[src/rtl/spi_master.sv]
// -----------------------------------------------------------------------------
// spi_master
//
// Z80 I/O-mapped SPI master, the parametrised successor of the single-card MMC
// SPI port. A data port exchanges one byte per transfer; a control port drives
// the chip-selects, clears the overrun flag and returns status.
//
// Optional build macro: SPI_READ_TRIGGER_EN
//   defined   - a read of the data port while idle returns the current receive
//               byte and starts a new transfer sending 8'hFF (pipelined read).
//   undefined - only data-port writes start transfers.
//
// Parameters
//   CS_COUNT  number of active-low chip-selects (1..8)
//   DIV       SCK half-period is DIV+1 clock cycles (0..255)
//   MODE      0 = CPOL0/CPHA0, 3 = CPOL1/CPHA1
//   DATA_PORT low address byte of the data port
//   CTRL_PORT low address byte of the control/status port
//
// Ports
//   clock   system clock
//   reset   synchronous reset, active low
//   iorq    Z80 IORQ, active low
//   rd      Z80 RD, active low
//   wr      Z80 WR, active low
//   a       CPU address [7:0]
//   di      CPU write data
//   dout    read data towards the CPU data mux (the bus "do" signal; 8'hFF
//           whenever sel is low)
//   sel     high while a read of either port is in progress
//   spiCs   chip-selects, active low
//   spiCk   SCK
//   spiDi   MOSI
//   spiDo   MISO
//   busy    transfer in progress
//
// Status byte on a control-port read: {busy, ovr, 1'b0, ~spiCs[4:0]} with the
// chip-select field zero-extended when CS_COUNT < 5.
// -----------------------------------------------------------------------------
module spi_master #(
  parameter int         CS_COUNT  = 2,
  parameter int         DIV       = 0,
  parameter int         MODE      = 0,
  parameter logic [7:0] DATA_PORT = 8'hEB,
  parameter logic [7:0] CTRL_PORT = 8'hE7
) (
  input  logic                clock,
  input  logic                reset,
  input  logic                iorq,
  input  logic                rd,
  input  logic                wr,
  input  logic [7:0]          a,
  input  logic [7:0]          di,
  output logic [7:0]          dout,
  output logic                sel,
  output logic [CS_COUNT-1:0] spiCs,
  output logic                spiCk,
  output logic                spiDi,
  input  logic                spiDo,
  output logic                busy
);

  // Mode 3 idles SCK high and samples on the second edge of each bit.
  localparam logic       CPOL        = (MODE == 3);
  localparam logic       CPHA        = (MODE == 3);
  localparam logic [7:0] HALF        = DIV[7:0];
  localparam int         CSW         = (CS_COUNT < 5) ? CS_COUNT : 5;
  localparam logic [3:0] LAST_SAMPLE = CPHA ? 4'd15 : 4'd14;

  typedef enum logic [0:0] {
    IDLE  = 1'b0,
    SHIFT = 1'b1
  } state_t;

  state_t      state;
  logic [7:0]  tx;
  logic [7:0]  rx;
  logic [7:0]  rxShift;
  logic        ovr;
  logic [7:0]  hc;
  logic [3:0]  bc;

  logic        wrS;
  logic        rdS;
  logic        wrD;
  logic        wrEv;
  logic        dataHit;
  logic        ctrlHit;
  logic        ctrlWrite;
  logic        dataWrite;
  logic        dataRead;
  logic        startEv;
  logic [7:0]  startByte;
  logic        halfEnd;
  logic        sampleEdge;
  logic        shiftEdge;
  logic        lastHalf;
  logic        lastSample;
  logic [4:0]  statusCs;

`ifdef SPI_READ_TRIGGER_EN
  logic        rdD;
  logic        rdEv;
`endif

  assign wrS     = ~iorq & ~wr;
  assign rdS     = ~iorq & ~rd;
  assign dataHit = (a == DATA_PORT);
  assign ctrlHit = (a == CTRL_PORT);

  // An access event is the first cycle of a strobe, so a long Z80 cycle
  // still produces exactly one event.
  assign wrEv = wrS & ~wrD;
`ifdef SPI_READ_TRIGGER_EN
  assign rdEv = rdS & ~rdD;
`endif

  // Decode bus events into control writes, data writes and transfer starts.
  always_comb begin
    ctrlWrite = wrEv & ctrlHit;
    dataWrite = wrEv & dataHit;
`ifdef SPI_READ_TRIGGER_EN
    dataRead  = rdEv & dataHit;
`else
    dataRead  = 1'b0;
`endif
    startEv   = (state == IDLE) & (dataWrite | dataRead);
    if (dataWrite) begin
      startByte = di;
    end else begin
      startByte = 8'hFF;
    end
  end

  // Classify the SCK edge that ends the current half-period. bc counts
  // half-periods 0..15; with CPHA=0 the even ones end in a sample edge,
  // with CPHA=1 the odd ones do. The very first CPHA=1 edge only "drives"
  // tx[7], which is already on MOSI, so it must not shift.
  always_comb begin
    halfEnd    = (hc == 8'd0);
    sampleEdge = (bc[0] == CPHA);
    shiftEdge  = ~sampleEdge & ~(CPHA & (bc == 4'd0));
    lastHalf   = (bc == 4'd15);
    lastSample = (bc == LAST_SAMPLE);
  end

  // Bus edge detectors, control register and the transfer state machine.
  always_ff @(posedge clock) begin
    if (!reset) begin
      wrD     <= 1'b0;
`ifdef SPI_READ_TRIGGER_EN
      rdD     <= 1'b0;
`endif
      state   <= IDLE;
      spiCs   <= {CS_COUNT{1'b1}};
      spiCk   <= CPOL;
      spiDi   <= 1'b1;
      busy    <= 1'b0;
      tx      <= 8'hFF;
      rx      <= 8'hFF;
      rxShift <= 8'hFF;
      ovr     <= 1'b0;
      hc      <= 8'd0;
      bc      <= 4'd0;
    end else begin
      wrD <= wrS;
`ifdef SPI_READ_TRIGGER_EN
      rdD <= rdS;
`endif

      // Chip-selects may change at any time, even mid-transfer.
      if (ctrlWrite) begin
        spiCs <= ~di[CS_COUNT-1:0];
        if (di[7]) begin
          ovr <= 1'b0;
        end
      end

      case (state)
        IDLE: begin
          if (startEv) begin
            state <= SHIFT;
            busy  <= 1'b1;
            tx    <= startByte;
            spiDi <= startByte[7];
            hc    <= HALF;
            bc    <= 4'd0;
          end
        end

        SHIFT: begin
          // A data write during a transfer is dropped and flagged.
          if (dataWrite) begin
            ovr <= 1'b1;
          end

          if (halfEnd) begin
            hc <= HALF;
            bc <= bc + 4'd1;

            if (sampleEdge) begin
              rxShift <= {rxShift[6:0], spiDo};
              if (lastSample) begin
                rx <= {rxShift[6:0], spiDo};
              end
            end else if (shiftEdge) begin
              tx    <= {tx[6:0], 1'b1};
              spiDi <= tx[6];
            end

            // The final edge returns SCK to its idle level instead of
            // toggling, which is the same level either way; MOSI idles high.
            if (lastHalf) begin
              state <= IDLE;
              busy  <= 1'b0;
              spiCk <= CPOL;
              spiDi <= 1'b1;
            end else begin
              spiCk <= ~spiCk;
            end
          end else begin
            hc <= hc - 8'd1;
          end
        end

        default: begin
          state <= IDLE;
          busy  <= 1'b0;
          spiCk <= CPOL;
          spiDi <= 1'b1;
        end
      endcase
    end
  end

  // Combinational read-back mux towards the CPU data bus.
  always_comb begin
    statusCs          = 5'd0;
    statusCs[CSW-1:0] = ~spiCs[CSW-1:0];
    sel               = rdS & (dataHit | ctrlHit);
    if (!sel) begin
      dout = 8'hFF;
    end else if (dataHit) begin
      dout = rx;
    end else begin
      dout = {busy, ovr, 1'b0, statusCs};
    end
  end

endmodule

[config.mk]
export PLATFORM = sky130hd
export DESIGN_NAME = spi_master
export DESIGN_NICKNAME = d
export VERILOG_FILES = /design/src/rtl/spi_master.sv
export SDC_FILE = /design/constraint.sdc
export NUM_CORES = 1
export LEC_CHECK = 0
export BUFFER_PORTS_ARGS = -buffer_cell sky130_fd_sc_hd__buf_2
export CORE_ASPECT_RATIO = 1.75
export CORE_MARGIN = 2
export CORE_UTILIZATION = 39
export DETAILED_ROUTE_END_ITERATION = 10
export GPL_TIMING_DRIVEN = 1
export PLACE_DENSITY = 0.67
export SYNTH_ARGS = -nofsm -noshare
export SYNTH_HDL_FRONTEND = slang
export SYNTH_SLANG_ARGS = --single-unit
[constraint.sdc]
create_clock -name clock -period 1.9 [get_ports clock]
set_clock_uncertainty 0.2 [all_clocks]
set_input_delay 0.19 -clock clock [delete_from_list [all_inputs] [get_ports clock]]
set_output_delay 0.19 -clock clock [all_outputs]
set_load 0.01 [all_outputs]
# --- Word level (Yosys, flattened, before mapping) ---
# Cells that the tools add are included.
word_totals:
  ff_bits: 42
  input_bits: 22
  out_inout_bits: 14
  elab_cells: 79
op_classes:
  addsub: 2
  n_eq_ne: 9
  n_mux: 31
  bitwise: 17
  n_reduce_logical: 8
op_table:
  columns: ["operator", "count"]
  rows:
  - ["$mux 8", 5]
  - ["$mux 7", 3]
  - ["$eq 8x8->1 const B", 2]
  - ["$pmux 8 s2", 1]
  - ["$mux 1", 15]
  - ["$pmux 7 s2", 1]
  - ["$reduce_and 3->1", 4]
  - ["$eq 4x4->1 const B", 2]
  - ["$logic_not 8->1", 1]
  - ["$mux 4", 2]
  - ["$pmux 4 s2", 1]
  - ["$sub 8x1->8 const B", 1]
  - ["$and 1x1->1", 7]
  - ["$not 1->1", 7]
  - ["$ne 2x1->1 const B", 3]
  - ["$pmux 1 s2", 3]
  - ["$add 4x1->4 const B", 1]
  - ["$not 2->2", 2]
  - ["$reduce_and 2->1", 2]
  - ["$reduce_and 4->1", 1]
  - ["$ne 3x1->1 const B", 1]
  - ["$ne 2x2->1 const B", 1]
  - ["$or 1x1->1", 1]

# --- Longest topological paths before layout ---
# Gate-level depths: netlist of run 1.
depth:
  ltp_word: 7
  mapped_depth: 7

# --- Worst setup path before layout of run 1 ---
# OpenSTA, ideal clock, no wires.
synth_timing:
  path_type: "register -> register"
  start: "reg hc[0]"
  end: "reg spiDi"
  t_arrival_ns: 1.614
  required_time_ns: 1.578
  slack_ns: -0.036
  stages_incl_launch_ff: 8
  n_path_buf: 1
  period_less_slack_ns: 1.936
  cell_sequence: "dfxtp_1 inv_1 ha_1 and4bb_2 buf_4 nand2_1 a32o_1 a221o_1"
synth_between:
  elab_chain_len: 3
synth_rtl:
  columns: ["item", "line", "text"]
  rows:
  - ["start, declared", "80", "logic [7:0] hc;"]
  - ["start signal, assigned", "222", "hc <= hc - 8'd1;"]
  - ["$logic_not 8->1", "140", "halfEnd = (hc == 8'd0);"]
  - ["$ne 2x1->1 (no source line)", null, null]
  - ["$reduce_and 3->1 (no source line)", null, null]
  - ["end signal, assigned", "185", "spiDi <= startByte[7];"]
  - ["end signal, assigned", "208", "spiDi <= tx[6];"]
  - ["end, declared", "58", "output logic spiDi,"]
# Every way passes these cells.
# A chain may end at the register's enable or synchronous reset.

# --- Worst setup path after layout of run 1 ---
layout_timing:
  start: "reg hc[4]"
  end: "reg bc[2]"
layout_between:
  elab_chain_len: 3
layout_rtl:
  columns: ["item", "line", "text"]
  rows:
  - ["$logic_not 8->1", "140", null]
  - ["$ne 2x1->1 (no source line)", null, null]
  - ["$reduce_and 2->1 (no source line)", null, null]
  - ["end signal, assigned", "199", "bc <= bc + 4'd1;"]
  - ["end, declared", "81", "logic [3:0] bc;"]
# Every way passes these cells.

==> out/metrics.cfg, run 1 <==
[outcome]
status = finished, final reports clean

[yosys]
postSynth.asyncResetShare = 0
synth_edf_count = 0
syn_avg_cell_area_um2 = 8.628
syn_nets = 255
synth_top_cell_by_area = dfxtp_1
syn_area_um2 = 1984
synth_commonest_cells = 42 x dfxtp_1, 38 x nand2_1, 18 x a21oi_1
synthFlopType = dfxtp_1
ys_top_cells_by_area = dfxtp_1 42%, mux2i_1 8.6%, nand2_1 7.2%
ys_ff_latch = 42
synth_seq_area_share = 0.4237
synthCells = 230
yosys.cell_types.count = 44
yosys.area.top_type_share = 0.4237
ys_warn_count = 0
yosysMostFrequentCell = dfxtp_1

[timing]
setup_slack_ns = 0.05154
tightest_slew_ns = 0.5448
setup_viol = 0
drv_slew = 0
fin_crit_ns = 1.848
fmax_ghz = 0.5410
timing.final.crit_share = 0.9729
rsz0062_at_grt = yes
hold_viol_final = 0
slew_headroom = 0.6364

[min_path]
hold_end = spiCs[0]$_SDFFE_PN1P_
whs_path_depth = 3
min_path_type = in -> reg
hp-start = di[0]

[global_routing]
grt_max_degree = 28
grt_pass1_vias = 1869
antenna_found_initial = 0
track_usage = 0.1881
grt-ovfl-total = 0
grt_first_pass_wirelength_mm = 8.376

[route]
firstDrtPassIters = 4
wirelength_mm = 5.043
route.detailed.drc = 0
met1_length_mm = 1.885
routedWlPerCell_um = 14.37
dr_wl_met2_mm = 2.827
vias_per_cell = 5.499
route.top_layer_used = met4
antenna_left = 0
vias = 1930
drt_iter0_drc = 66
wl_met3_um = 161

[cts]
clock_sinks = 42
cts_buffers = 5
worstSkewPairLatency_ns = 0.30
cts.clk_slew.worst_paths_ns = 0.09
clockRootBuffer = clkbuf_8
tritoncts = built
cts_buffer_depth = 2
htreeDepth = 2

[worst_setup_path]
path_buf_inv = 0
critPathCaptureType = register
r2r-start = hc[4]$_SDFFE_PN0P_
r2r_slack_ns = 0.05
critPathRequiredTime_ns = 1.90
worstSetupStartpointType = register
cp_max_fo = 7
crit_type = reg -> reg
slowest_stage = or4_4
rr_worst_depth = 3
cpPeakStageDelay_ns = 0.58
cpLargestDelayFamily = simple AND/OR/NAND/NOR gates
cp_data_arrival_time_ns = 1.85
rr_endpoint = bc[2]$_SDFFE_PN0P_
cp_cell_sequence = or4_4, or3_1, a311oi_1

[final_layout]
fillers = 472
fin_util = 0.5284
fin_cells = 351
fin_nets = 321
n_antenna_cell = 0
drive_above_1_share = 0.2862
area_growth_pct = 31.40

[power]
power_density_nw_per_um2 = 595.7
irDropWorstVdd_mv = 0.6090
leakage_nw = 1.078
p_total_w = 0.001553

[floorplan]
row_count = 34
initial_utilization = 0.4021
io_pins = 36
fp.dieW_um = 57.92
dieArea_um2 = 5697
core_area_um2 = 4935
fp.dieH_um = 98.36

[placed_design]
dp_cells = 334
dpl_worst_slack_ns = -0.03224
hpwl_mm = 3.740
port_buffers = 35
gp_congestion = 0.8431

[job]
cap_violations = 0

==> flip-flops by register name (all words and copies together) (netlist names), 2 cells and up <==
name,cells
bc,4
hc,8
rx,8
rxShift,7
spiCs,2
tx,7
==> through the flow <==
| step | setup TNS [ns] | area (um^2) | hold WS, ns |
|---|---|---|---|
| 6_report | 0 | 2608 | 0.01666 |
| 5_1_grt | 0 | 2608 | 0.02160 |
| 4_1_cts | 0 | 2546 | 0.009763 |
| 3_5_place_dp | -0.1543 | 2369 | 0.2123 |
| 3_3_place_gp | 0 | 2369 | 0.2105 |
| 2_1_floorplan | 0 | 1992 | 0.06679 |
==> what timing repair did <==
| item | CTS | global route |
|---|---|---|
| pin swaps | 0 | 2 |
| gates resized for setup | 2 | 10 |
| buffers inserted | 1 | 1 |
| hold endpoints to repair | 7 | 0 |
| hold buffers | 7 | 0 |
| setup endpoints to repair | 11 | 21 |
==> power breakdown <==
part / switching [W] / internal [W] / total, W
Combinational: 0.0000395 / 0.0000345 / 0.0000740
Clock: 0.000335 / 0.000263 / 0.000598
Sequential: 0.000000992 / 0.000880 / 0.000881
Total: 0.000375 / 0.00118 / 0.00155
==> metal layers <==
metal | up-vias | track usage
li1 | 967 | -
met1 | 894 | 0.1857
met2 | 54 | 0.3514
met3 | 15 | 0.03841
met4 | 0 | 0.09660
met5 | - | 0
==> placed cells by master, fill, tap and decap left out, types with 4 or more instances in the layout <==
| master | netlist | layout |
|---|---|---|
| a21oi_1 | 18 | 17 |
| buf_2 | 1 | 35 |
| buf_4 | 1 | 23 |
| clkbuf_8 | 0 | 5 |
| dfxtp_1 | 42 | 39 |
| dlygate4sd3_1 | 0 | 7 |
| inv_1 | 11 | 11 |
| mux2i_1 | 17 | 17 |
| nand2_1 | 38 | 37 |
| nand3_1 | 8 | 7 |
| nand4b_1 | 4 | 4 |
| nor2_1 | 16 | 16 |
| nor3_1 | 8 | 8 |
| o21ai_0 | 8 | 8 |
| o221ai_1 | 6 | 6 |
==> cell families (layout without fill, tap and decap cells) <==
logic type | after synthesis | in the layout | share of synthesized area
multiplexers | 17 | 17 | 0.08575
buffers and inverters | 19 | 86 | 0.03846
AND/OR/NAND/NOR | 100 | 100 | 0.2711
XOR/XNOR | 1 | 1 | 0.004414
flip-flops | 42 | 42 | 0.4237
adder cells (fa/ha/maj) | 3 | 3 | 0.01892
AO/OA/AOI/OAI | 48 | 48 | 0.1576
==> worst max-delay path by stage <==
stage | from | to | slack (ns) | depth (start not counted)
2_1_floorplan | hc[0]$_SDFFE_PN0P_ | spiDi$_SDFFE_PN1P_ | 0.006 | 7
3_3_place_gp | hc[0]$_SDFFE_PN0P_ | spiDi$_SDFFE_PN1P_ | 0.02 | 6
3_5_place_dp | hc[0]$_SDFFE_PN0P_ | rx[3]$_SDFFE_PN1P_ | -0.03 | 6
4_1_cts | hc[0]$_SDFFE_PN0P_ | spiDi$_SDFFE_PN1P_ | 0.03 | 6
5_1_grt | hc[0]$_SDFFE_PN0P_ | rxShift[5]$_SDFFE_PN1P_ | 0.0008 | 8
6_report | hc[4]$_SDFFE_PN0P_ | bc[2]$_SDFFE_PN0P_ | 0.05 | 3
==> worst min-delay path: cells and delay by family <==
kind / cells / cell delay [ns]
buffers and inverters: 1 / 0.10
AND/OR/NAND/NOR: 1 / 0.11
AO/OA/AOI/OAI: 1 / 0.06
==> layout make-up <==
type / count / area [um^2] / share of cell area
multi-input cells: 169 / 1129 / 0.4328
flip-flops and latches: 42 / 844.6 / 0.3239
repair buffers: 66 / 429.2 / 0.1646
clock buffers: 5 / 68.82 / 0.02639
well taps: 54 / 67.56 / 0.02591
inverters: 12 / 45.04 / 0.01727
clock inverters: 3 / 23.77 / 0.009117
Note: power is estimated with default switching activity, not from simulation.
==> run 2, diff against run 1 <==
==> constraint.sdc (replaced) <==
create_clock -name clock -period 1.65 [get_ports clock]
set_clock_uncertainty 0.2 [all_clocks]
set_input_delay 0.165 -clock clock [delete_from_list [all_inputs] [get_ports clock]]
set_output_delay 0.165 -clock clock [all_outputs]
set_load 0.01 [all_outputs]
==> out/metrics.cfg, run 2 (same netlist as run 1, synthesis figures left out) <==
[outcome]
status = finished, violations left
violations = negative setup slack

[worst_setup_path]
r2r_slack_ns = -0.14  ; -0.19 ns
cp_data_arrival_time_ns = 1.80  ; -0.05 ns
cp_max_fo = 4  ; -3
r2r-start = hc[7]$_SDFFE_PN0P_
rr_worst_depth = 3  ; unchanged
worstSetupStartpointType = register
critPathCaptureType = register
crit_type = reg -> reg
critPathRequiredTime_ns = 1.66  ; -0.24 ns
rr_endpoint = bc[2]$_SDFFE_PN0P_

[final_layout]
layout_common_cells = 47 x buf_4, 36 x nand2_1, 34 x dfxtp_1
fin_util = 0.6417  ; +0.1133
largestRegisters = hc x8, rx x8
final_common_cell = buf_4
area_growth_pct = 59.58
fin_nets = 357  ; +11%
n_antenna_cell = 0  ; unchanged
fillers = 387  ; -18%
drive_above_1_share = 0.4655  ; +0.1793

[route]
antenna_left = 0  ; unchanged
vias_per_cell = 5.359  ; -2.5%
routedWlPerCell_um = 14.74  ; +2.6%
route.detailed.drc = 0  ; unchanged
vias = 2074  ; +7.5%
firstDrtPassIters = 5  ; +1
drt_iter0_drc = 58  ; -12%
wirelength_mm = 5.704  ; +13%

[global_routing]
grt-ovfl-total = 0  ; unchanged
grt_max_degree = 28  ; unchanged
track_usage = 0.1957  ; +0.007615
grt_pass1_vias = 2019  ; +8.0%
antenna_found_initial = 0  ; unchanged
grt_first_pass_wirelength_mm = 8.776  ; +4.8%

[timing]
hold_viol_final = 0  ; unchanged
fmax_ghz = 0.5580  ; +3.1%
hold_ws_ns = 0.01627  ; -0.0003981 ns
setup_viol = 23  ; +23
fin_crit_ns = 1.792  ; -0.05628 ns
fin_tns_setup_ns = -0.8516  ; -0.8516 ns
slew_headroom = 0.7311  ; +0.09473
tightest_slew_ns = 0.4029  ; -0.1419 ns
rsz0062_at_grt = yes
setup_slack_ns = -0.1422  ; -0.1937 ns
timing.final.crit_share = 1.086  ; +0.1133
drv_slew = 0  ; unchanged

[job]
cap_violations = 0  ; unchanged

[cts]
clockRootBuffer = clkbuf_8
cts.clk_slew.worst_paths_ns = 0.09  ; about the same
clock_sinks = 42  ; unchanged
worstSkewPairLatency_ns = 0.30  ; about the same
cts_buffers = 5  ; unchanged
htreeDepth = 2  ; unchanged
tritoncts = built
cts_buffer_depth = 2  ; unchanged

[power]
power_density_nw_per_um2 = 574.3  ; -3.6%
irDropWorstVdd_mv = 0.6597  ; +8.3%
leakage_nw = 1.341  ; +24%

[placed_design]
dpl_worst_slack_ns = -0.1626  ; -0.1303 ns
hpwl_mm = 3.979  ; +6.4%
port_buffers = 35  ; unchanged
gp_congestion = 0.7922  ; -6.0%

[floorplan]
core_area_um2 = 4935  ; unchanged
fp.dieH_um = 98.36  ; unchanged
fp.dieW_um = 57.92  ; unchanged
row_count = 34  ; unchanged
io_pins = 36  ; unchanged
dieArea_um2 = 5697  ; unchanged
initial_utilization = 0.4021  ; unchanged

[min_path]
hold_end = ovr$_SDFF_PN0_
min_path_type = in -> reg
whs_path_depth = 3  ; unchanged
hp-start = di[7]

==> run 2: changes by cell type in the layout (fill, tap and decap cells not counted), moves of 5 or more <==
| cell | delta |
|---|---|
| a21oi_1 | -6 |
| a21oi_2 | +5 |
| buf_4 | +24 |
| buf_6 | +12 |
| dfxtp_1 | -5 |
| dfxtp_2 | +5 |
| o21ai_0 | -7 |
| o21ai_1 | +6 |
==> run 2: power breakdown <==
group	switching (W)	internal [W]	total, W
Clock	0.000377	0.000305	0.000682
Combinational	0.0000612	0.0000612	0.000122
Sequential	0.000000896	0.00101	0.00101
==> run 2: final cells by class <==
type                    count  area (um^2)  area share
flip-flops and latches     42        850.8      0.2687
clock inverters             3        25.02    0.007902
clock buffers               5        68.82     0.02173
well taps                  54        67.56     0.02134
multi-input cells         169         1355      0.4279
repair buffers            102        754.5      0.2382
inverters                  12        45.04     0.01422
==> run 2: timing repair <==
item	in CTS	in global routing
setup endpoints to repair	38	42
hold buffers	9	0
hold endpoints to repair	9	0
gates resized for setup	20	49
setup buffers	7	10
pin swaps	7	22
gates cloned	0	1
==> run 2: stage by stage <==
| stage | instance area (um^2) | power [W] | instances |
|---|---|---|---|
| 2_1_floorplan | 2049 | 0.001070 | 230 |
| 3_3_place_gp | 2557 | 0.001122 | 352 |
| 3_5_place_dp | 2557 | 0.001123 | 352 |
| 4_1_cts | 2878 | 0.001824 | 376 |
| 5_1_grt | 3167 | 0.001873 | 387 |
| 6_report | 3167 | 0.001819 | 387 |
==> run 2: how the worst max path moves through the flow <==
stage	start	to	slack [ns]	cells after the start
5_1_grt	hc[0]$_SDFFE_PN0P_	spiDi$_SDFFE_PN1P_	-0.19	6
4_1_cts	hc[7]$_SDFFE_PN0P_	bc[2]$_SDFFE_PN0P_	-0.16	3
3_3_place_gp	hc[1]$_SDFFE_PN0P_	hc[5]$_SDFFE_PN0P_	-0.11	8
2_1_floorplan	state$_SDFF_PN0_	spiDi$_SDFFE_PN1P_	-0.17	5
6_report	hc[7]$_SDFFE_PN0P_	bc[2]$_SDFFE_PN0P_	-0.14	3
3_5_place_dp	hc[5]$_SDFFE_PN0P_	bc[2]$_SDFFE_PN0P_	-0.16	3
==> run 2: metal layers <==
layer,wire [um],up-vias,GRT usage
met5,0,-,0
met4,168,0,0.09123
met3,165,15,0.03709
met2,3334,38,0.3820
met1,2036,980,0.1838
li1,-,1041,-
==> run 2: critical path, stage by stage (launching register included) <==
cell	delay (ns)
dfxtp_2	0.33
or4_4	0.57
or3_4	0.39
a311oi_2	0.23
